`src/rtl/lcd_timing_gen_pkg.sv`:
```
// Shared timing constants, FSM state type and frame-size helpers
// for the RGB LCD raster generator.
package lcd_timing_pkg;

  localparam int H_ACTIVE_D = 800;
  localparam int H_FP_D     = 40;
  localparam int H_SYNC_D   = 48;
  localparam int H_BP_D     = 40;
  localparam int V_ACTIVE_D = 480;
  localparam int V_FP_D     = 13;
  localparam int V_SYNC_D   = 3;
  localparam int V_BP_D     = 29;
  localparam int X_W_D      = 11;
  localparam int Y_W_D      = 10;

  typedef enum logic [1:0] {
    IDLE,
    RUN,
    DRAIN
  } state_e;

  function automatic int calc_ht(int act, int fp, int sync, int bp);
    return act + fp + sync + bp;
  endfunction

  function automatic int calc_vt(int act, int fp, int sync, int bp);
    return act + fp + sync + bp;
  endfunction

endpackage

```
`src/rtl/lcd_timing_gen_if.sv`:
```
// Panel-side timing bundle: syncs, data enable, coordinates and
// line/frame start pulses.
interface lcd_timing_gen_if
  import lcd_timing_pkg::*;
#(
  parameter int X_W = X_W_D,
  parameter int Y_W = Y_W_D
);

  logic           LCD_HSYNC;
  logic           LCD_VSYNC;
  logic           LCD_DE;
  logic [X_W-1:0] PixelX;
  logic [Y_W-1:0] PixelY;
  logic           LineStart;
  logic           FrameStart;

  modport master (
    output LCD_HSYNC, LCD_VSYNC, LCD_DE,
    output PixelX, PixelY,
    output LineStart, FrameStart
  );

  modport slave (
    input LCD_HSYNC, LCD_VSYNC, LCD_DE,
    input PixelX, PixelY,
    input LineStart, FrameStart
  );

endinterface

```
`src/rtl/lcd_timing_gen_counter.sv`:
```
// Wrapping axis counter; count_d_o exposes the next value so the
// parent can register decodes aligned with the count itself.
module lcd_axis_counter #(
  parameter int TOTAL = 2,
  parameter int W     = 1
) (
  input  logic         clk_i,
  input  logic         clr_i,
  input  logic         inc_i,
  output logic [W-1:0] count_o,
  output logic [W-1:0] count_d_o,
  output logic         last_o
);

  localparam logic [W-1:0] MAX = W'(TOTAL - 1);

  logic [W-1:0] count_q;
  logic [W-1:0] count_d;

  assign last_o    = (count_q == MAX);
  assign count_o   = count_q;
  assign count_d_o = count_d;

  always_comb begin
    count_d = count_q;
    if (clr_i) begin
      count_d = '0;
    end else if (inc_i) begin
      count_d = last_o ? '0 : count_q + W'(1);
    end
  end

  always_ff @(posedge clk_i) begin
    count_q <= count_d;
  end

endmodule

```
`src/rtl/lcd_timing_gen.sv`:
```
// Raster timing generator: start/stop only on frame boundaries,
// all outputs registered and aligned with PixelX/PixelY.
module lcd_timing_gen
  import lcd_timing_pkg::*;
#(
  parameter int   H_ACTIVE = H_ACTIVE_D,
  parameter int   H_FP     = H_FP_D,
  parameter int   H_SYNC   = H_SYNC_D,
  parameter int   H_BP     = H_BP_D,
  parameter int   V_ACTIVE = V_ACTIVE_D,
  parameter int   V_FP     = V_FP_D,
  parameter int   V_SYNC   = V_SYNC_D,
  parameter int   V_BP     = V_BP_D,
  parameter logic SYNC_POL = 1'b0,
  parameter int   X_W      = X_W_D,
  parameter int   Y_W      = Y_W_D
) (
  input  logic              PixelClk,
  input  logic              RST,
  input  logic              EN,
  lcd_timing_gen_if.master  lcd
);

  localparam int HT = calc_ht(H_ACTIVE, H_FP, H_SYNC, H_BP);
  localparam int VT = calc_vt(V_ACTIVE, V_FP, V_SYNC, V_BP);

  localparam logic [X_W-1:0] HA  = X_W'(H_ACTIVE);
  localparam logic [X_W-1:0] HSB = X_W'(H_ACTIVE + H_FP);
  localparam logic [X_W-1:0] HSE = X_W'(H_ACTIVE + H_FP + H_SYNC);
  localparam logic [Y_W-1:0] VA  = Y_W'(V_ACTIVE);
  localparam logic [Y_W-1:0] VSB = Y_W'(V_ACTIVE + V_FP);
  localparam logic [Y_W-1:0] VSE = Y_W'(V_ACTIVE + V_FP + V_SYNC);

  state_e state_q, state_d;

  logic           h_inc, v_inc;
  logic           h_last, v_last;
  logic [X_W-1:0] h_q, h_d;
  logic [Y_W-1:0] v_q, v_d;

  logic act_d, de_d, hs_d, vs_d, ls_d, fs_d;
  logic de_q, hs_q, vs_q, ls_q, fs_q;

  assign h_inc = (state_q != IDLE);
  assign v_inc = h_inc && h_last;

  lcd_axis_counter #(.TOTAL(HT), .W(X_W)) u_h (
    .clk_i     (PixelClk),
    .clr_i     (RST),
    .inc_i     (h_inc),
    .count_o   (h_q),
    .count_d_o (h_d),
    .last_o    (h_last)
  );

  lcd_axis_counter #(.TOTAL(VT), .W(Y_W)) u_v (
    .clk_i     (PixelClk),
    .clr_i     (RST),
    .inc_i     (v_inc),
    .count_o   (v_q),
    .count_d_o (v_d),
    .last_o    (v_last)
  );

  always_comb begin
    state_d = state_q;
    unique case (state_q)
      IDLE:    if (EN) state_d = RUN;
      RUN:     if (!EN) state_d = DRAIN;
      DRAIN: begin
        if (EN) state_d = RUN;
        else if (h_last && v_last) state_d = IDLE;
      end
      default: state_d = IDLE;
    endcase
    if (RST) state_d = IDLE;
  end

  // Decode from next-cycle counters so registered outputs line up.
  always_comb begin
    act_d = (state_d != IDLE);
    de_d  = act_d && (h_d < HA) && (v_d < VA);
    hs_d  = (act_d && (h_d >= HSB) && (h_d < HSE)) ? SYNC_POL : ~SYNC_POL;
    vs_d  = (act_d && (v_d >= VSB) && (v_d < VSE)) ? SYNC_POL : ~SYNC_POL;
    ls_d  = act_d && (h_d == '0);
    fs_d  = ls_d && (v_d == '0);
  end

  always_ff @(posedge PixelClk) begin
    if (RST) begin
      state_q <= IDLE;
      de_q    <= 1'b0;
      hs_q    <= ~SYNC_POL;
      vs_q    <= ~SYNC_POL;
      ls_q    <= 1'b0;
      fs_q    <= 1'b0;
    end else begin
      state_q <= state_d;
      de_q    <= de_d;
      hs_q    <= hs_d;
      vs_q    <= vs_d;
      ls_q    <= ls_d;
      fs_q    <= fs_d;
    end
  end

  assign lcd.LCD_HSYNC  = hs_q;
  assign lcd.LCD_VSYNC  = vs_q;
  assign lcd.LCD_DE     = de_q;
  assign lcd.PixelX     = h_q;
  assign lcd.PixelY     = v_q;
  assign lcd.LineStart  = ls_q;
  assign lcd.FrameStart = fs_q;

endmodule

```
`src/flat_wrapper.sv`:
```
// flat-port wrapper written by rule: the top's interface ports become plain ports
module lcd_timing_gen_flat import lcd_timing_pkg::*;
#(
  parameter int   H_ACTIVE = H_ACTIVE_D,
  parameter int   H_FP     = H_FP_D,
  parameter int   H_SYNC   = H_SYNC_D,
  parameter int   H_BP     = H_BP_D,
  parameter int   V_ACTIVE = V_ACTIVE_D,
  parameter int   V_FP     = V_FP_D,
  parameter int   V_SYNC   = V_SYNC_D,
  parameter int   V_BP     = V_BP_D,
  parameter logic SYNC_POL = 1'b0,
  parameter int   X_W      = X_W_D,
  parameter int   Y_W      = Y_W_D
)
  (PixelClk, RST, EN, lcd_LCD_HSYNC, lcd_LCD_VSYNC, lcd_LCD_DE, lcd_PixelX, lcd_PixelY, lcd_LineStart, lcd_FrameStart);
  lcd_timing_gen_if #(.X_W(X_W), .Y_W(Y_W)) lcd_i ();
  input  logic PixelClk;
  input  logic RST;
  input  logic EN;
  output wire logic [$bits(lcd_i.LCD_HSYNC)-1:0] lcd_LCD_HSYNC;
  output wire logic [$bits(lcd_i.LCD_VSYNC)-1:0] lcd_LCD_VSYNC;
  output wire logic [$bits(lcd_i.LCD_DE)-1:0] lcd_LCD_DE;
  output wire logic [$bits(lcd_i.PixelX)-1:0] lcd_PixelX;
  output wire logic [$bits(lcd_i.PixelY)-1:0] lcd_PixelY;
  output wire logic [$bits(lcd_i.LineStart)-1:0] lcd_LineStart;
  output wire logic [$bits(lcd_i.FrameStart)-1:0] lcd_FrameStart;
  assign lcd_LCD_HSYNC = lcd_i.LCD_HSYNC;
  assign lcd_LCD_VSYNC = lcd_i.LCD_VSYNC;
  assign lcd_LCD_DE = lcd_i.LCD_DE;
  assign lcd_PixelX = lcd_i.PixelX;
  assign lcd_PixelY = lcd_i.PixelY;
  assign lcd_LineStart = lcd_i.LineStart;
  assign lcd_FrameStart = lcd_i.FrameStart;
  lcd_timing_gen #(.H_ACTIVE(H_ACTIVE), .H_FP(H_FP), .H_SYNC(H_SYNC), .H_BP(H_BP), .V_ACTIVE(V_ACTIVE), .V_FP(V_FP), .V_SYNC(V_SYNC), .V_BP(V_BP), .SYNC_POL(SYNC_POL), .X_W(X_W), .Y_W(Y_W)) u_core (.PixelClk(PixelClk), .RST(RST), .EN(EN), .lcd(lcd_i));
endmodule
```
`config.mk`:
```
export PLATFORM = sky130hd
export DESIGN_NAME = lcd_timing_gen_flat
export DESIGN_NICKNAME = d
export VERILOG_FILES = /design/src/rtl/lcd_timing_gen_pkg.sv /design/src/rtl/lcd_timing_gen_if.sv /design/src/rtl/lcd_timing_gen_counter.sv /design/src/rtl/lcd_timing_gen.sv /design/src/flat_wrapper.sv
export SDC_FILE = /design/constraint.sdc
export NUM_CORES = 1
export LEC_CHECK = 0
export CORE_MARGIN = 4
export CORE_UTILIZATION = 33
export CTS_BUF_LIST = sky130_fd_sc_hd__clkbuf_8
export DETAILED_ROUTE_END_ITERATION = 6
export HOLD_SLACK_MARGIN = 0.05
export PLACE_DENSITY_LB_ADDON = 0.1
export SYNTH_ARGS = -nofsm -noshare
export SYNTH_HDL_FRONTEND = slang
export SYNTH_HIERARCHICAL = 1
export SYNTH_SLANG_ARGS = --single-unit
```
`constraint.sdc`:
```
create_clock -name PixelClk -period 3.3 [get_ports PixelClk]
set_input_delay 0.66 -clock PixelClk [delete_from_list [all_inputs] [get_ports PixelClk]]
set_output_delay 0.66 -clock PixelClk [all_outputs]
set_load 0.02 [all_outputs]
```
Yosys cells after proc, flatten, opt, wreduce, memory -nomap -nowiden
Cells that the tools add are included.
{ "classes": {"addsub": 2, "n_lt_le_gt_ge": 6, "eq_ne": 4, "mux": 14, "n_reduce_logical": 15} }
{ "ops": {"columns": ["operator", "count"], "rows": [
  ["2-to-1 mux 11 bit", 3],
  ["2-to-1 mux 10 bit", 3],
  ["< comparator 11 x 10 -> 1 bit (second input constant)", 2],
  ["< comparator 10 x 9 -> 1 bit (second input constant)", 2],
  ["adder 11 x 1 -> 11 bit (second input constant)", 1],
  ["== test 11 x 10 -> 1 bit (second input constant)", 1],
  ["greater-or-equal comparator 11 x 10 -> 1 bit (second input constant)", 1],
  ["logical NOT 11 bit", 1],
  ["adder 10 x 1 -> 10 bit (second input constant)", 1],
  ["== test 10 bit (second input constant)", 1],
  ["greater-or-equal comparator 10 x 9 -> 1 bit (second input constant)", 1],
  ["logical AND 1 bit", 10],
  ["logical NOT 10 bit", 1],
  ["2-to-1 mux 2 bit", 5],
  ["one-hot mux 2 bit (3 select lines)", 1],
  ["nonzero test 2 bit", 2],
  ["== test 2 x 1 -> 1 bit (second input constant)", 1],
  ["== test 2 bit (second input constant)", 1],
  ["logical NOT 2 bit", 1],
  ["2-to-1 mux 1 bit", 2]
]} }
{ "totals": {"ff_bits": 28, "input_bits": 3, "out_inout_bits": 26, "word_cells": 49} }

Depth between registers and ports, before layout
Gate-level depths: netlist of run 1.
{ "depth": {"word_depth": 10, "mapped_depth": 12, "depth_no_buf": 11} }

Cells and area by module
The synthesis of run 1 kept the hierarchy.
{ "modules_own_cells": {"columns": ["mod", "instances", "cells_per_inst", "area_each_um2", "seq_area_each_um2"], "rows": [
  ["lcd_axis_counter at u_core.u_h", 1, 58, 516.7, 220.2],
  ["lcd_axis_counter at u_core.u_v", 1, 55, 478.0, 200.2],
  ["lcd_timing_gen", 1, 43, 346.6, 140.1]
]} }

Worst setup path after synthesis of run 1
Ideal clock, no wire load.
{ "synth_timing": {"kind": "register -> register", "start": "register u_core.u_h.count_q[0], in the netlist u_core/u_h/count_o[0]", "end": "register u_core.vs_q, in the netlist u_core/lcd.LCD_VSYNC", "setup_time_ns": 0.134, "t_arrival_ns": 3.358, "required_time_ns": 3.166, "path_slack_ns": -0.192, "stages_incl_launch_ff": 12, "n_path_buf": 1, "period_less_slack_ns": 3.492, "path_cell_list": "dfxtp_1 ha_1 or4b_4 nor3_1 and2_1 buf_2 nand4_1 nor4_1 xnor2_1 nor2_1 or4_1 or4_1"} }
{ "synth_via": {"elab_cells_between_ends": 15, "classes_between": "2 x order compare; 1 x eq/ne; 7 x mux; 5 x reduce/logical"} }
{ "synth_rtl": {"columns": ["item", "line_no", "source"], "rows": [
  ["start, declared", "lcd_timing_gen_counter.sv:17", "logic [W-1:0] count_q;"],
  ["start signal, assigned", "lcd_timing_gen_counter.sv:34", "count_q <= count_d;"],
  ["== test 11 x 10 -> 1 bit *", "lcd_timing_gen_counter.sv:20", "assign last_o = (count_q == MAX);"],
  ["named net u_core.h_last", "lcd_timing_gen.sv:37", "logic h_last, v_last;"],
  ["logical AND 1 bit *", "lcd_timing_gen.sv:45", "assign v_inc = h_inc && h_last;"],
  ["named net u_core.v_inc", "lcd_timing_gen.sv:36", "logic h_inc, v_inc;"],
  ["2-to-1 mux 10 bit *", "lcd_timing_gen_counter.sv:28", "end else if (inc_i) begin"],
  ["2-to-1 mux 10 bit *", "lcd_timing_gen_counter.sv:26", "if (clr_i) begin"],
  ["named net u_core.v_d[9]", "lcd_timing_gen.sv:39", "logic [Y_W-1:0] v_q, v_d;"],
  ["greater-or-equal comparator 10 x 9 -> 1 bit", "lcd_timing_gen.sv:84", "vs_d = (act_d && (v_d >= VSB) && (v_d < VSE)) ? SYNC_POL : ~SYNC_POL;"],
  ["logical AND 1 bit", "lcd_timing_gen.sv:84", null],
  ["logical AND 1 bit *", "lcd_timing_gen.sv:84", null],
  ["2-to-1 mux 1 bit *", "lcd_timing_gen.sv:84", null],
  ["end signal, assigned", "lcd_timing_gen.sv:94", "vs_q <= ~SYNC_POL;"],
  ["end signal, assigned", "lcd_timing_gen.sv:101", "vs_q <= vs_d;"],
  ["end, declared", "lcd_timing_gen.sv:42", "logic de_q, hs_q, vs_q, ls_q, fs_q;"]
]} }
The timed path passes the listed nets; every way through them passes the cells marked *.
A chain may end at the register's enable or synchronous reset.

Worst setup path after layout of run 1
Ends and elaborated chain as after synthesis.

==> impl_metrics.csv, run 1 <==
group,metric,value,unit
status,outcome,"complete, no violations",
worst_setup_path,cp-endpoint,"u_core/lcd.LCD_VSYNC",
worst_setup_path,path_depth,11,
place,hpwl,2730,µm
sta,fin_crit_sh,95.0,%
cts,clk_path_buf_depth,2,
drt,num_vias,1292,
sta,period_minus_slack,3.14,ns
drt,drt_pass1_iterations,4,
drt,drc,0,
worst_setup_path,rr_endpoint,"u_core/lcd.LCD_VSYNC",
synthesis,yosysWarnings,6,
sta,maxSlewHeadroom,53.6,%
global_routing,antenna_found_initial,0,
power,powerDensity,327,nW/µm²
sta,skew,0.00347,ns
sta,worstMarginPinSlew,0.692,ns
power,p_clk_share,33.7,%
global_routing,grt_max_degree,16,
worst_setup_path,critPathLaunch,"u_core/u_h/count_o[0]",
global_routing,grt_pass1_vias,1238,
power,swShare,22.6,%
sta,fin_setup_tns,0,ns
worst_setup_path,timing.reg2reg.setup_slack,0.16,ns
synthesis,yosysSeqAreaShare,41.8,%
final_layout,mostFrequentLayoutCells,"clkdlybuf4s50_1, dfxtp_1, nor2_1, buf_4",
synthesis,synth_top_cell_area_share,41.8,%
power,seqPwrFrac,56.4,%
worst_setup_path,cp-end-kind,"register",
floorplanning,initial_core_util,35.3,%
global_routing,grt.overflow.total,0,
final_layout,drive_above_1_share,16.7,%
cts,tritoncts,"yes",
global_routing,grt_usage,13.8,%
global_routing,gr-usage-met3,2.10,%
synthesis,netlist_area,1340,µm²
worst_setup_path,crit_buf_inv,0,
power,p_switching,0.140,mW
cts,cts_made_buffers,3,
floorplanning,row_count,22,
cts,clk_pin_slew,0.10,ns
floorplanning,die_w,71.8,µm
drt,drt_iter0_markers,63,
drt,ant_nets,0,
final_layout,fin_nets,210,
synthesis,avgSynthCellArea,8.60,µm²
sta,max_freq,319,MHz
floorplanning,dieArea,5150,µm²
sta,setup_violations,0,
drt,routed_wl,3450,µm
place,gp_congestion,0.872,
drt,drt-vias-per-instance,5.15,
worst_setup_path,critical-path-max-stage-delay,0.48,ns
synthesis,post_synth_num_cell_types,31,
worst_setup_path,start_kind,"register",
final_layout,layout_commonest_cell,"clkdlybuf4s50_1",
drt,wire_per_inst,13.8,µm
worst_setup_path,cp_max_fo,5,
final_layout,diodes,0,
power,internal_power,0.481,mW
final_layout,final_util,50.0,%
worst_setup_path,cp_top_family,"simple AND/OR/NAND/NOR gates",
min_path,hold_start,"u_core/state_q[1]",
worst_setup_path,cp.required,3.45,ns
sta,slew_violations,0,
sta,rsz0062_at_grt,"false",
floorplanning,coreArea,3800,µm²
global_routing,grt_pass1_wl,5810,µm
synthesis,synth_area_leaders,"dfxtp_1, nor2_1, nand4_1, xor2_1, xnor2_1",
sta,final_hold_viol_count,0,
floorplanning,io_pins,29,
synthesis,syn_inst,156,
worst_setup_path,arrival,3.28,ns
global_routing,met1_usage,19.7,%
worst_setup_path,crit_type,"reg2reg",
global_routing,grt.busiest_layer,"met2",
place,port_buffers,28,
power,share_comb_of_total_power,9.9,%
cts,clock_latency,0.27,ns
worst_setup_path,worstRegToRegCells,11,
worst_setup_path,r2r_start,"u_core/u_h/count_o[0]",
cts,htreeDepth,1,
cts,clock-root-buffer,"clkbuf_8",
synthesis,yosys.area.top_type,"dfxtp_1",
final_layout,nFillCells,375,
final_layout,area_delta_synth_final,41.7,%
worst_setup_path,slowest_stage,"or4b_4",
cts,cts.sinks,28,
min_path,hp-class,"reg2reg",
power,ir_worst_vdd,0.157,mV
synthesis,synth_fp_nets,162,
power,p_leak,0.665,nW
floorplanning,die_h,71.8,µm
synthesis,synth.ff_latch_count,28,
flow_run,maxCapViolCount,0,
worst_setup_path,crit_chain,"ha_4 > or4b_4 > nor3_4 > and2_4 > and3_4 > nand4_1 > xor2_1 > nor2_1 > nand4_1 > or4_1 > or4_1",
global_routing,gr-usage-met2,21.6,%
==> cells by family after synthesis <==
kind of cell | share of synthesized area [%]
buffers and inverters | 2.99
AND/OR/NAND/NOR | 32.0
AO/OA/AOI/OAI | 10.4
XOR/XNOR | 8.49
flip-flops | 41.8
multiplexers | 1.49
adder cells (fa/ha/maj) | 2.80
==> state kept, by name, indices dropped and copies added, names as in the netlist <==
register	cells
u_core/lcd.LineStart	1
u_core/u_v/count_o	10
u_core/lcd.LCD_HSYNC	1
u_core/lcd.LCD_VSYNC	1
u_core/lcd.LCD_DE	1
u_core/u_h/count_o	11
u_core/state_q	2
u_core/lcd.FrameStart	1
==> power by group through the flow <==
stage | Clock, mW | Combinational, mW | Sequential (mW)
3_3_place_gp | 0 | 0.0559 | 0.358
3_5_place_dp | 0 | 0.0573 | 0.359
5_1_grt | 0.236 | 0.0675 | 0.352
6_report | 0.210 | 0.0617 | 0.350
2_1_floorplan | 0 | 0.0244 | 0.366
4_1_cts | 0.217 | 0.0574 | 0.351
==> cell usage after synthesis <==
library cell / number
or3_1: 5
a21oi_1: 7
o211ai_1: 1
and3_1: 1
or4b_1: 1
or4b_4: 1
dfxtp_1: 28
a21boi_0: 1
or4_1: 5
ha_1: 3
xnor2_1: 6
nand4_1: 11
a211oi_1: 2
nor2_1: 20
or3_2: 1
inv_1: 7
o21bai_4: 1
nor2b_1: 2
nor4_1: 6
o31ai_4: 1
buf_2: 2
o21ai_0: 4
buf_1: 1
nor3_1: 8
nand2_1: 11
xor2_1: 7
mux2i_1: 2
and2_1: 1
nand3_1: 7
o31ai_1: 2
or2_2: 1
==> stage by stage <==
step / cell area (µm²) / cells / hold slack [ns] / setup slack, ns / power [mW]
6_report: 1900 / 251 / 0.496 / 0.164 / 0.622
5_1_grt: 1900 / 251 / 0.524 / 0.0123 / 0.656
4_1_cts: 1860 / 248 / 0.499 / 0.0245 / 0.626
3_5_place_dp: 1800 / 244 / 0.477 / 0.00708 / 0.417
3_3_place_gp: 1800 / 244 / 0.472 / 0.102 / 0.414
2_1_floorplan: 1370 / 156 / 0.442 / 0.0179 / 0.391
==> worst min path at each step <==
stage,to,cells after the start
after floorplan,u_core/state_q[0],1
after global placement,u_core/state_q[0],1
after detailed placement,u_core/state_q[0],1
after CTS,u_core/state_q[0],1
after global routing,u_core/state_q[0],1
final,u_core/state_q[0],1
==> final cells by class <==
| type | instances | area (µm²) | area share [%] |
|---|---|---|---|
| flip-flops and latches | 28 | 566 | 29.8 |
| repair buffers | 46 | 415 | 21.9 |
| clock buffers | 4 | 55.1 | 2.90 |
| inverters | 7 | 26.3 | 1.38 |
| multi-input cells | 118 | 778 | 40.9 |
| well taps | 48 | 60.1 | 3.16 |
==> timing repair <==
action / 4_1_cts / 5_1_grt
pin swaps: 0 / 3
resized for setup: 1 / 3
setup endpoints to repair: 1 / 2
buffers inserted: 0 / 3
hold buffers: 0 / 0
==> per-layer routing <==
layer	vias up	wire length, µm
met3	4	152
li1	662	-
met4	0	33
met5	-	0
met2	30	1600
met1	596	1660
No activity file was read; power rests on OpenSTA's default activity.
==> run 2, diff against run 1 <==
CTS_BUF_LIST = not set   (was sky130_fd_sc_hd__clkbuf_8)
==> results of run 2 <==
The final DEF is identical to that of run 1; final timing and power are the same.
==> run 3, diff against run 2 <==
CORE_ASPECT_RATIO = 0.8   (was not set)
==> impl_metrics.csv, run 3 (synthesized netlist as in run 1, its figures left out) <==
group,metric,value,unit
worst_setup_path,slowest_stage,"or4b_4",
global_routing,grt_pass1_wl,5600,µm
worst_setup_path,r2r_start,"u_core/u_h/count_o[0]",
drt,wire_per_inst,13.2,µm
worst_setup_path,crit_chain,"ha_4 > or4b_4 > nor3_4 > and2_4 > nand3_1 > nor3_1 > xnor2_1 > nor2_1 > nand4_1 > or4_1 > or4_1",
worst_setup_path,cp_top_family,"simple AND/OR/NAND/NOR gates",
floorplanning,die_h,65.0,µm
place,post_dp_cell_area,1800,µm²
final_layout,diodes,0,
worst_setup_path,critical-path-max-stage-delay,0.49,ns
worst_setup_path,cp.required,3.45,ns
drt,drt_iter0_markers,100,
final_layout,nFillCells,387,
drt,num_vias,1280,
floorplanning,coreArea,3850,µm²
sta,period_minus_slack,3.14,ns
cts,cts_made_buffers,3,
worst_setup_path,arrival,3.29,ns
floorplanning,io_pins,29,
place,gp_congestion,0.815,
place,hpwl,2650,µm
power,powerDensity,339,nW/µm²
cts,cts.sinks,28,
sta,worstMarginPinSlew,0.755,ns
cts,htreeDepth,1,
sta,final_hold_viol_count,0,
drt,routed_wl,3400,µm
floorplanning,initial_core_util,34.8,%
status,outcome,"complete, no violations",
worst_setup_path,start_kind,"register",
final_layout,final_util,49.6,%
sta,fin_crit_sh,95.0,%
sta,max_freq,319,MHz
sta,maxSlewHeadroom,49.4,%
final_layout,area_delta_synth_final,42.6,%
power,ir_worst_vdd,0.208,mV
global_routing,grt.overflow.total,0,
final_layout,largest_register_ffs,11,
min_path,hp-class,"reg2reg",
worst_setup_path,cp_common_cell,"or4_1",
drt,drc,0,
final_layout,mostFrequentLayoutCells,"clkdlybuf4s50_1, dfxtp_1, nor2_1, buf_4",
worst_setup_path,cp-endpoint,"u_core/lcd.LCD_VSYNC",
sta,skew,0.00523,ns
power,p_leak,0.666,nW
cts,tritoncts,"yes",
drt,drt_pass1_iterations,4,
place,port_buffers,28,
global_routing,grt_pass1_vias,1117,
worst_setup_path,crit_buf_inv,0,
floorplanning,row_count,20,
worst_setup_path,critPathLaunch,"u_core/u_h/count_o[0]",
global_routing,grt_max_degree,17,
sta,whs,0.490,ns
worst_setup_path,path_depth,11,
cts,clock_latency,0.27,ns
final_layout,drive_above_1_share,16.3,%
worst_setup_path,cp-end-kind,"register",
global_routing,grt_usage,13.9,%
drt,ant_nets,0,
final_layout,fin_nets,209,
final_layout,layout_commonest_cell,"clkdlybuf4s50_1",
sta,setup_ws,0.165,ns
cts,clk_path_buf_depth,2,
drt,drt-vias-per-instance,4.98,
worst_setup_path,timing.reg2reg.setup_slack,0.16,ns
worst_setup_path,crit_type,"reg2reg",
place,pre_cts_ws,-0.0189,ns
worst_setup_path,rr_endpoint,"u_core/lcd.LCD_VSYNC",
global_routing,antenna_found_initial,0,
worst_setup_path,cp_max_fo,5,
power,finalPower,0.648,mW
sta,setup_violations,0,
final_layout,design_area,1910,µm²
cts,clk_pin_slew,0.10,ns
cts,clock-root-buffer,"clkbuf_8",
flow_run,maxCapViolCount,0,
sta,slew_violations,0,
floorplanning,die_w,79.3,µm
worst_setup_path,worstRegToRegCells,11,
floorplanning,dieArea,5150,µm²
run 3: changes by cell type in the layout (fill, tap and decap cells not counted):
cell and change:
clkbuf_8 -1, clkbuf_16 +1, buf_4 -1
run 3: through the flow:
step           setup TNS, ns  cells
2_1_floorplan              0    156
3_3_place_gp               0    249
3_5_place_dp         -0.0189    249
4_1_cts                    0    253
5_1_grt             -0.00325    257
6_report                   0    257
run 3: timing repair:
item                                    4_1_cts  5_1_grt
endpoints found under the setup margin        1        1
gates resized for setup                       1        3
pin swaps                                     0        2
buffers inserted                              0        4
hold buffers                                  0        0
run 3: worst min-delay path by stage:
stage | startpoint | endpoint | depth (start not counted)
5_1_grt | u_core/state_q[1] | u_core/state_q[0] | 1
3_5_place_dp | u_core/state_q[1] | u_core/state_q[0] | 1
6_report | u_core/state_q[1] | u_core/state_q[0] | 1
2_1_floorplan | u_core/state_q[1] | u_core/state_q[0] | 1
4_1_cts | u_core/state_q[1] | u_core/state_q[0] | 1
3_3_place_gp | u_core/state_q[0] | u_core/state_q[0] | 1
run 3: worst register-to-register path: cells and delay by family (launching register included):
family,cells,cell delay [ns]
XOR/XNOR,1,0.09
adder cells (fa/ha/maj),1,0.13
AND/OR/NAND/NOR,9,2.41
flip-flops,1,0.39
run 3: final cells by class:
class / instances / area [µm²] / share of cell area [%]
tap: 55 / 68.8 / 3.60
sequential: 28 / 566 / 29.6
inverter: 7 / 26.3 / 1.37
timing repair buffer: 45 / 408 / 21.3
clock buffer: 4 / 66.3 / 3.47
multi-input combinational: 118 / 778 / 40.7
run 3: metal layers:
layer	global-route usage [%]	wire length (µm)
met5	0	0
met4	2.58	19
met3	3.89	171
met2	20.7	1500
met1	19.9	1710
run 3: report_power, final:
| part | leakage, nW | switching (mW) | internal [mW] |
|---|---|---|---|
| registers | 0.228 | 0.00499 | 0.345 |
| logic | 0.404 | 0.0324 | 0.0290 |
| clock network | 0.0339 | 0.105 | 0.132 |
